`config.mk`:
```
export PLATFORM = sky130hd
export DESIGN_NAME = fifo_rd_ctrl
export DESIGN_NICKNAME = d
export VERILOG_FILES = /design/src/rtl/fifo_rd_ctrl.sv
export SDC_FILE = /design/constraint.sdc
export NUM_CORES = 1
export LEC_CHECK = 0
export BUFFER_PORTS_ARGS = -buffer_cell sky130_fd_sc_hd__buf_2
export CAP_MARGIN = 40
export CORE_MARGIN = 8
export CORE_UTILIZATION = 25
export CTS_BUF_LIST = sky130_fd_sc_hd__clkbuf_16
export CTS_CLUSTER_DIAMETER = 100
export DETAILED_ROUTE_END_ITERATION = 6
export PLACE_DENSITY = 0.53
export SLEW_MARGIN = 20
export SYNTH_ARGS = -nofsm -noshare
export SYNTH_HDL_FRONTEND = slang
export SYNTH_SLANG_ARGS = --single-unit
```
`constraint.sdc`:
```
create_clock -name Clk -period 3.7 [get_ports Clk]
set_input_delay 0.37 -clock Clk [delete_from_list [all_inputs] [get_ports Clk]]
set_output_delay 0.37 -clock Clk [all_outputs]
set_load 0.01 [all_outputs]
```
`src/rtl/fifo_rd_ctrl.sv`:
```
// FIFO read-side burst controller.
// Drains a FIFO in bursts of up to Burst_Len beats into a valid/ready stream.
// A burst also starts early when data has been sitting for Timeout idle cycles.
// A 3-entry skid buffer absorbs the one-cycle FIFO read latency and backpressure.
module fifo_rd_ctrl #(
    parameter int Width      = 8,
    parameter int Depth_Size = 4,
    parameter int Burst_Len  = 4,
    parameter int Timeout    = 15
) (
    input  logic                  Clk,
    input  logic                  Rst_n,
    input  logic                  fifo_empty,
    input  logic [Depth_Size:0]   fifo_counter,
    input  logic [Width-1:0]      fifo_out,
    output logic                  rd_en,
    output logic [Width-1:0]      out_data,
    output logic                  out_valid,
    output logic                  out_last,
    input  logic                  out_ready
);

    localparam int CW = Depth_Size + 1;
    localparam logic [CW-1:0] BURST_LEN_C = CW'(Burst_Len);
    localparam logic [CW-1:0] LAST_BEAT_C = CW'(Burst_Len - 1);
    localparam logic [CW-1:0] ONE_C       = CW'(1);
    localparam logic [7:0]    TIMEOUT_C   = 8'(Timeout);

    typedef enum logic {IDLE, BURST} state_e;

    state_e             state_q, state_d;
    logic               start_burst;
    logic               issue_last;
    logic               pop;
    logic               push;
    logic [1:0]         wr_idx;

    logic [7:0]         timer_q, timer_d;
    logic [CW-1:0]      beat_q, beat_d;
    logic               inflight_q, inflight_d;
    logic               inflight_last_q, inflight_last_d;
    logic [1:0]         occ_q, occ_d;
    logic [Width-1:0]   buf_data_q [3];
    logic [Width-1:0]   buf_data_d [3];
    logic [2:0]         buf_last_q, buf_last_d;

    // State register
    always_ff @(posedge Clk or negedge Rst_n) begin
        if (!Rst_n) begin
            state_q <= IDLE;
        end else begin
            state_q <= state_d;
        end
    end

    // Next state: enter a burst on enough data or on idle timeout; leave on the last beat or on empty
    always_comb begin
        state_d     = state_q;
        start_burst = 1'b0;
        case (state_q)
            IDLE: begin
                if ((fifo_counter >= BURST_LEN_C) ||
                    ((timer_q == TIMEOUT_C) && !fifo_empty)) begin
                    state_d     = BURST;
                    start_burst = 1'b1;
                end
            end
            BURST: begin
                if (issue_last || (fifo_empty && !rd_en)) begin
                    state_d = IDLE;
                end
            end
            default: state_d = IDLE;
        endcase
    end

    // Outputs: read only while the buffer plus the in-flight beat leaves room for one more
    always_comb begin
        rd_en      = (state_q == BURST) && !fifo_empty &&
                     (({1'b0, occ_q} + {2'b00, inflight_q}) <= 3'd2);
        issue_last = rd_en && ((beat_q == LAST_BEAT_C) || (fifo_counter == ONE_C));
        out_valid  = (occ_q != 2'd0);
        out_data   = buf_data_q[0];
        out_last   = out_valid && buf_last_q[0];
    end

    // Idle timer, beat counter and read-latency tracking
    always_comb begin
        timer_d         = timer_q;
        beat_d          = beat_q;
        inflight_d      = rd_en;
        inflight_last_d = issue_last;
        if (state_q == IDLE) begin
            beat_d = '0;
            if (fifo_empty || start_burst) begin
                timer_d = '0;
            end else if (timer_q < TIMEOUT_C) begin
                timer_d = timer_q + 8'd1;
            end
        end else begin
            timer_d = '0;
            if (rd_en) begin
                beat_d = beat_q + ONE_C;
            end
        end
    end

    // Skid buffer: head at entry 0; a pop shifts down, so the push slot is occ minus the pop
    always_comb begin
        buf_data_d = buf_data_q;
        buf_last_d = buf_last_q;
        pop        = out_valid && out_ready;
        push       = inflight_q;
        wr_idx     = occ_q - {1'b0, pop};
        if (pop) begin
            buf_data_d[0] = buf_data_q[1];
            buf_data_d[1] = buf_data_q[2];
            buf_last_d[0] = buf_last_q[1];
            buf_last_d[1] = buf_last_q[2];
        end
        for (int unsigned i = 0; i < 3; i++) begin
            if (push && (wr_idx == 2'(i))) begin
                buf_data_d[i] = fifo_out;
                buf_last_d[i] = inflight_last_q;
            end
        end
        occ_d = occ_q + {1'b0, push} - {1'b0, pop};
    end

    // Datapath registers; reset drops buffered and in-flight beats
    always_ff @(posedge Clk or negedge Rst_n) begin
        if (!Rst_n) begin
            timer_q         <= '0;
            beat_q          <= '0;
            inflight_q      <= 1'b0;
            inflight_last_q <= 1'b0;
            occ_q           <= '0;
            buf_data_q      <= '{default: '0};
            buf_last_q      <= '0;
        end else begin
            timer_q         <= timer_d;
            beat_q          <= beat_d;
            inflight_q      <= inflight_d;
            inflight_last_q <= inflight_last_d;
            occ_q           <= occ_d;
            buf_data_q      <= buf_data_d;
            buf_last_q      <= buf_last_d;
        end
    end

endmodule
```
==> results of run 1 <==
## logic make-up after synthesis
kind of cell	count (synthesis)	synth area share (%)
XOR/XNOR	2	0.789
buffers and inverters	20	4.96
multiplexers	40	19.5
flip-flops	45	50.7
AND/OR/NAND/NOR	47	12.1
adder cells (fa/ha/maj)	7	3.94
AO/OA/AOI/OAI	29	7.94
## metrics by stage
step                      hold slack [ns]  std cells  util [%]  worst slack (ns)  total power [mW]
after global routing               0.0409        322      29.7             0.946              2.03
after CTS                          0.0233        322      29.7              1.08              1.90
after floorplan                    0.0744        190         -              1.47              1.33
after detailed placement            0.329        314      28.1              1.36              1.46
after global placement              0.486        313      27.8              1.40              1.43
final                              0.0148        322      29.7              1.08              1.87
## sequential cells by signal, summed over array words and instances (netlist names)
register and count:
timer_q 8, out_data 8, inflight_q 1, beat_q 5, occ_q 2, buf_last_q 3, buf_data_q 16, state_q 1
inflight_last_q 1
## final timing paths
| kind | start | end | slack [ns] | depth (start not counted) |
|---|---|---|---|---|
| max | inflight_q$_DFF_PN0_ | rd_en | 1.08 | 6 |
| max in group asynchronous | Rst_n | buf_data_q[7]$_DFFE_PN0P_ | 3.19 | 2 |
| max reg2reg | occ_q[1]$_DFF_PN0_ | buf_data_q[9]$_DFFE_PN0P_ | 1.39 | 7 |
| min in group Clk | fifo_out[0] | buf_data_q[8]$_DFFE_PN0P_ | 0.35 | 2 |
| min | Rst_n | out_data[0]$_DFFE_PN0P_ | 0.01 | 1 |
| min reg2reg | buf_data_q[1]$_DFFE_PN0P_ | buf_data_q[1]$_DFFE_PN0P_ | 0.50 | 1 |
## power groups by stage
stage | combinational [mW] | clock (mW) | sequential (mW)
floorplan | 0.578 | 0 | 0.747
finish | 0.675 | 0.425 | 0.767
CTS | 0.686 | 0.448 | 0.769
global placement | 0.661 | 0 | 0.771
global route | 0.766 | 0.469 | 0.790
detailed placement | 0.682 | 0 | 0.780
## area by class of cell
cell class,instances,area [µm²]
clock inverters,3,17.5
inverters,7,26.3
clock buffers,5,125
fillers,928,6100
repair buffers,29,163
flip-flops and latches,45,1130
well taps,108,135
multi-input cells,125,985
## worst register-to-register path, stage by stage (launching register included)
cell,delay [ns]
dfrtp_1,0.45
o21ai_2,0.15
buf_4,0.30
inv_1,0.08
ha_1,0.19
xnor2_1,0.21
nand3_1,0.40
mux2_2,0.41
## cell usage after synthesis (all sizes together)
cell type,count
clkbuf,3
or4,1
inv,7
nand3b,1
nand2b,4
nor2,10
nor4,2
nand2,4
mux2,27
a31oi,1
a2111o,1
a2111oi,1
mux2i,13
o32a,1
and4,1
and2,5
nor4b,1
nand3,8
nor3,4
dfrtp,45
a21oi,19
or3,2
a21boi,1
buf,10
xnor2,2
ha,7
and3,2
a21bo,1
o21ai,3
and4b,1
or4b,1
a21o,1
## per-layer routing
layer  track usage [%]  vias to the layer above  part of all wire (%)
li1                  -                      713                     -
met1              10.0                      704                    48
met2              11.7                       27                    45
met3              2.50                        4                   6.0
met4              2.57                        0                   1.2
met5                 0                        -                     0
==> flow_metrics.py, run 1 <==
metrics = {
    "run_status": {
        "status": "finished, final reports clean",
    },
    "sta": {
        "hold_viol_final": 0,
        "rsz0062_at_grt": "false",
        "fmax_mhz": 382,
        "drv_slew": 0,
        "clock_skew_ns": 0.00664,
        "slew_headroom_pct": 52.4,
        "period_share_pct": 70.8,
        "tightest_slew_ns": 0.711,
        "tns_ns": 0,
        "period_needed_ns": 2.62,
        "setup_viol": 0,
    },
    "grt": {
        "grt_antenna_before_repair": 0,
        "grt_pass1_vias": 1522,
        "grt_usage_pct": 7.69,
        "grt_overflow": 0,
        "grt_pass1_wl_mm": 7.33,
        "grt_max_degree": 30,
    },
    "route": {
        "dr.pass1.iters": 4,
        "drc_errors": 0,
        "routed_wl_mm": 4.25,
        "ant_nets": 0,
        "num_vias": 1448,
        "wl_per_cell_um": 13.2,
        "via_per_inst": 4.50,
        "drt_iter0_markers": 21,
    },
    "floorplanning": {
        "dieHeight_um": 110,
        "coreArea_um2": 8680,
        "ioPinCount": 28,
        "rows": 34,
        "die_area_um2": 12200,
        "die_x_um": 110,
        "start_util_pct": 25.6,
    },
    "placement": {
        "dp_hpwl_mm": 3.05,
        "io_buffers": 27,
        "place_area_um2": 2430,
        "gp_congestion": 0.719,
    },
    "logic_synthesis": {
        "syn_nets": 214,
        "syn_area_per_cell_um2": 11.7,
        "netlist.area_leader.share_pct": 50.7,
        "syn_area_um2": 2220,
        "synth_area_leaders": "dfrtp_1, mux2_2, mux2i_1",
        "synth_area_leader_cell": "dfrtp_1",
        "yosysUniqueCellTypes": 35,
        "yosys_register_bits": 45,
        "syn_inst": 190,
        "synth-seq-area-share_pct": 50.7,
        "yosysWarningCount": 0,
    },
    "power_and_ir_drop": {
        "switchingPower_mw": 0.599,
        "p_sw_share_pct": 32.1,
        "seqPwrFrac_pct": 41.1,
        "pwr-share-comb_pct": 36.1,
        "vdd_drop_max_uv": 247,
        "power_density_nw_per_um2": 724,
        "p_clk_share_pct": 22.8,
        "intPower_mw": 1.27,
        "p_leak_nw": 1.22,
    },
    "final_layout": {
        "layout_common_cells": "dfrtp_1, mux2_2, buf_2",
        "final_common_cell": "dfrtp_1",
        "design_area_um2": 2580,
        "n_antenna_cell": 0,
        "final_net_count": 237,
        "drive_above_1_share_pct": 31.3,
        "area_delta_synth_final_pct": 16.1,
    },
    "clocking": {
        "cts_tree": "done",
        "hold_buffers": 0,
        "cts.sinks": 45,
        "clk-insertion-delay-late_ns": 0.28,
        "clk_path_buf_depth": 2,
        "cts_root_buffer": "clkbuf_16",
        "path_clk_slew_ns": 0.06,
        "post-cts-setup-buffers": 0,
        "htree_levels": 2,
        "cts_resized": 0,
        "cts_buffers": 5,
    },
    "setup_path": {
        "worstSetupEndpointType": "output port",
        "arrival_ns": 2.25,
        "path_class": "register to output port",
        "cp.buffers_inverters": 2,
        "crit_slowest_cell": "or4b_1",
        "cp_data_required_time_ns": 3.33,
        "path_cells": "ha_1, inv_1, ha_1, or4b_1, a21oi_1, buf_2",
        "critical_path.top_delay_family": "simple AND/OR/NAND/NOR gates",
        "cp_max_fo": 8,
        "path_common_cell": "ha_1",
        "cp_slowest_stage_delay_ns": 0.61,
        "startpoint_type": "register",
    },
    "min_path": {
        "hold_class": "input pin to asynchronous set/reset pin",
    },
    "flow_run": {
        "max_cap_viol_count": 0,
    },
}
Note: power is estimated with default switching activity, not from simulation.
==> inputs of run 2 (changes only) <==
--- a/config.mk
+++ b/config.mk
@@ -5,6 +5,7 @@
 export SDC_FILE = /design/constraint.sdc
 export NUM_CORES = 1
 export LEC_CHECK = 0
+export ABC_AREA = 1
 export BUFFER_PORTS_ARGS = -buffer_cell sky130_fd_sc_hd__buf_2
 export CAP_MARGIN = 40
 export CORE_MARGIN = 8
@@ -12,7 +13,7 @@
 export CTS_BUF_LIST = sky130_fd_sc_hd__clkbuf_16
 export CTS_CLUSTER_DIAMETER = 100
 export DETAILED_ROUTE_END_ITERATION = 6
-export PLACE_DENSITY = 0.53
+export PLACE_DENSITY = 0.54
 export SLEW_MARGIN = 20
 export SYNTH_ARGS = -nofsm -noshare
 export SYNTH_HDL_FRONTEND = slang
==> constraint.sdc (replaced) <==
create_clock -name Clk -period 2.3 [get_ports Clk]
set_input_delay 0.23 -clock Clk [delete_from_list [all_inputs] [get_ports Clk]]
set_output_delay 0.23 -clock Clk [all_outputs]
set_load 0.01 [all_outputs]
==> run 2 against run 1 <==
Net effect:
- critical path depth up 2
- non-clock buffer count up 6
- clock skew up 0.0029 ns
- final cell count up 21%
- highest routed layer unchanged
==> flow_metrics.py, run 2 <==
metrics = {
    "floorplanning": {
        "rows": 35,
        "coreArea_um2": 9020,
        "start_util_pct": 25.3,
        "die_x_um": 111,
        "dieHeight_um": 111,
        "ioPinCount": 28,
        "die_area_um2": 12400,
    },
    "power_and_ir_drop": {
        "vdd_drop_max_uv": 351,
        "p_leak_nw": 1.26,
        "power_density_nw_per_um2": 1170,
    },
    "clocking": {
        "htree_levels": 2,
        "cts_buffers": 5,
        "cts_tree": "done",
        "path_clk_slew_ns": 0.07,
        "clk_path_buf_depth": 2,
        "clk-insertion-delay-late_ns": 0.28,
        "cts.sinks": 45,
        "cts_root_buffer": "clkbuf_16",
    },
    "grt": {
        "grt_antenna_before_repair": 0,
        "grt_pass1_wl_mm": 8.60,
        "grt_max_degree": 25,
        "grt_overflow": 0,
        "grt_pass1_vias": 1784,
        "grt_usage_pct": 8.10,
    },
    "placement": {
        "dpl.cell_count": 381,
        "io_buffers": 27,
        "gp_congestion": 0.817,
        "dp_hpwl_mm": 3.66,
    },
    "sta": {
        "fmax_mhz": 495,
        "setup_viol": 0,
        "period_needed_ns": 2.02,
        "period_share_pct": 87.8,
        "tns_ns": 0,
        "tightest_slew_ns": 0.547,
        "clock_skew_ns": 0.00956,
        "rsz0062_at_grt": "false",
        "hold_viol_final": 0,
        "drv_slew": 0,
        "slew_headroom_pct": 63.5,
    },
    "setup_path": {
        "crit_cells": 8,
        "regToRegSetupSlack_ns": 0.31,
        "cp_slowest_stage_delay_ns": 0.38,
        "reg2reg_depth": 9,
        "path_cells": "buf_4, inv_2, ha_1, nand2_1, nand2_1, nand2_1, inv_1, buf_2",
        "cp.buffers_inverters": 4,
        "reg2reg_to": "buf_data_q[11]$_DFFE_PN0P_",
        "crit_slowest_cell": "dfrtp_1",
        "cp_max_fo": 10,
        "path_common_cell": "nand2_1",
        "worstSetupEndpointType": "output port",
        "arrival_ns": 1.79,
        "path_class": "register to output port",
        "critical_path.top_delay_family": "buffers and inverters",
        "startpoint_type": "register",
        "cp_data_required_time_ns": 2.07,
        "r2r-start": "occ_q[0]$_DFF_PN0_",
    },
    "final_layout": {
        "top_register": "buf_data_q",
        "layout_common_cells": "dfrtp_1, nand3_1, nor2_1",
        "final_cells": 390,
        "final_net_count": 302,
        "largest_reg_flops": 16,
        "n_antenna_cell": 0,
        "final_common_cell": "dfrtp_1",
        "drive_above_1_share_pct": 19.0,
        "area_delta_synth_final_pct": 16.6,
    },
    "min_path": {
        "hold_class": "input pin to register",
        "hold_start": "fifo_out[2]",
        "worstHoldEndpoint": "buf_data_q[2]$_DFFE_PN0P_",
        "whs_path_depth": 2,
    },
    "logic_synthesis": {
        "ys.flop_type": "dfrtp_1",
        "synth_common_cells": "dfrtp_1, nand3_1, nor2_1, nand2_1, inv_1",
        "synthArstFlopShare_pct": 100,
        "yosysMostFrequentCell": "dfrtp_1",
        "syn_inst": 250,
        "synth_area_leader_cell": "dfrtp_1",
        "syn_area_um2": 2280,
        "synth-seq-area-share_pct": 49.4,
        "synth_edf_count": 0,
        "yosys_register_bits": 45,
        "syn_nets": 274,
        "syn_area_per_cell_um2": 9.11,
        "yosysUniqueCellTypes": 26,
        "netlist.area_leader.share_pct": 49.4,
        "synth_area_leaders": "dfrtp_1, nand3_1, nor2_1",
        "yosysWarningCount": 0,
    },
    "route": {
        "num_vias": 1765,
        "dr.pass1.iters": 4,
        "wl_per_cell_um": 12.4,
        "drc_errors": 0,
        "via_per_inst": 4.53,
        "routed_wl_mm": 4.82,
        "ant_nets": 0,
        "drt_iter0_markers": 75,
    },
    "flow_run": {
        "max_cap_viol_count": 0,
    },
    "run_status": {
        "status": "finished, final reports clean",
    },
}
run 2: cell types whose count changed in the layout (fill, tap and decap cells not counted), sizes merged, moves of 5 or more:
cell,previous run,this run
a21oi,19,9
and2,5,0
buf,29,34
inv,7,26
mux2,27,8
mux2i,13,0
nand2,4,29
nand3,8,46
nand4,0,11
nor2,10,31
o21ai,3,16
run 2: repair_timing:
item	4_1_cts	5_1_grt
buffers inserted	0	0
endpoints found under the hold margin	22	0
endpoints found under the setup margin	0	1
hold buffers	1	0
resized for setup	0	1
run 2: cell type report:
cell class	instances	area, µm²
Multi-Input combinational cell	166	950
Clock inverter	3	25.0
Timing Repair Buffer	35	198
Fill cell	963	6360
Clock buffer	5	125
Sequential cell	45	1130
Inverter	25	93.8
Tap cell	111	139
run 2: cells by family (layout without fill, tap and decap cells):
group | after synthesis | count (layout) | synth area share, %
AND/OR/NAND/NOR | 120 | 120 | 25.9
flip-flops | 45 | 45 | 49.4
buffers and inverters | 39 | 68 | 9.12
AO/OA/AOI/OAI | 26 | 26 | 5.82
multiplexers | 8 | 8 | 3.95
adder cells (fa/ha/maj) | 7 | 7 | 3.84
XOR/XNOR | 5 | 5 | 1.92
run 2: report_power, final:
| group | switching (mW) | internal (mW) |
|---|---|---|
| Combinational | 0.731 | 0.450 |
| Clock | 0.311 | 0.408 |
| Sequential | 0.157 | 1.06 |
| Total | 1.20 | 1.92 |
run 2: worst max-delay path by stage:
stage	from	end	slack (ns)
2_1_floorplan	occ_q[1]$_DFF_PN0_	buf_data_q[0]$_DFFE_PN0P_	0.29
5_1_grt	occ_q[1]$_DFF_PN0_	rd_en	0.12
6_report	occ_q[1]$_DFF_PN0_	rd_en	0.28
4_1_cts	occ_q[0]$_DFF_PN0_	out_data[7]$_DFFE_PN0P_	0.24
3_5_place_dp	occ_q[0]$_DFF_PN0_	out_data[7]$_DFFE_PN0P_	0.27
3_3_place_gp	occ_q[0]$_DFF_PN0_	out_data[4]$_DFFE_PN0P_	0.34
run 2: worst register-to-register path: stages (launching register included):
cell and delay (ns):
dfrtp_1 0.40, nor2_1 0.12, inv_1 0.09, nand2_4 0.06
inv_2 0.09, ha_1 0.40, nor2_4 0.31, nand2_4 0.20
nand3_1 0.13, nand3_1 0.08
run 2: per-stage QoR:
| step | instance area [µm²] | hold slack (ns) | power [mW] | util [%] | setup WS [ns] |
|---|---|---|---|---|---|
| 2_1_floorplan | 2280 | -0.0656 | 2.14 | - | 0.294 |
| 3_3_place_gp | 2490 | 0.261 | 2.39 | 27.6 | 0.338 |
| 3_5_place_dp | 2490 | 0.258 | 2.41 | 27.6 | 0.274 |
| 4_1_cts | 2650 | 0.196 | 3.15 | 29.4 | 0.235 |
| 5_1_grt | 2660 | 0.205 | 3.36 | 29.4 | 0.117 |
| 6_report | 2660 | 0.201 | 3.11 | 29.4 | 0.281 |
run 2: metal layers:
metal  global-route usage (%)  vias to the layer above  routed length, µm
met3                     2.37                        2                251
met5                        0                        -                  0
met1                     10.3                      821               2310
li1                         -                      895                  -
met4                     2.76                        0                 30
met2                     12.8                       47               2230
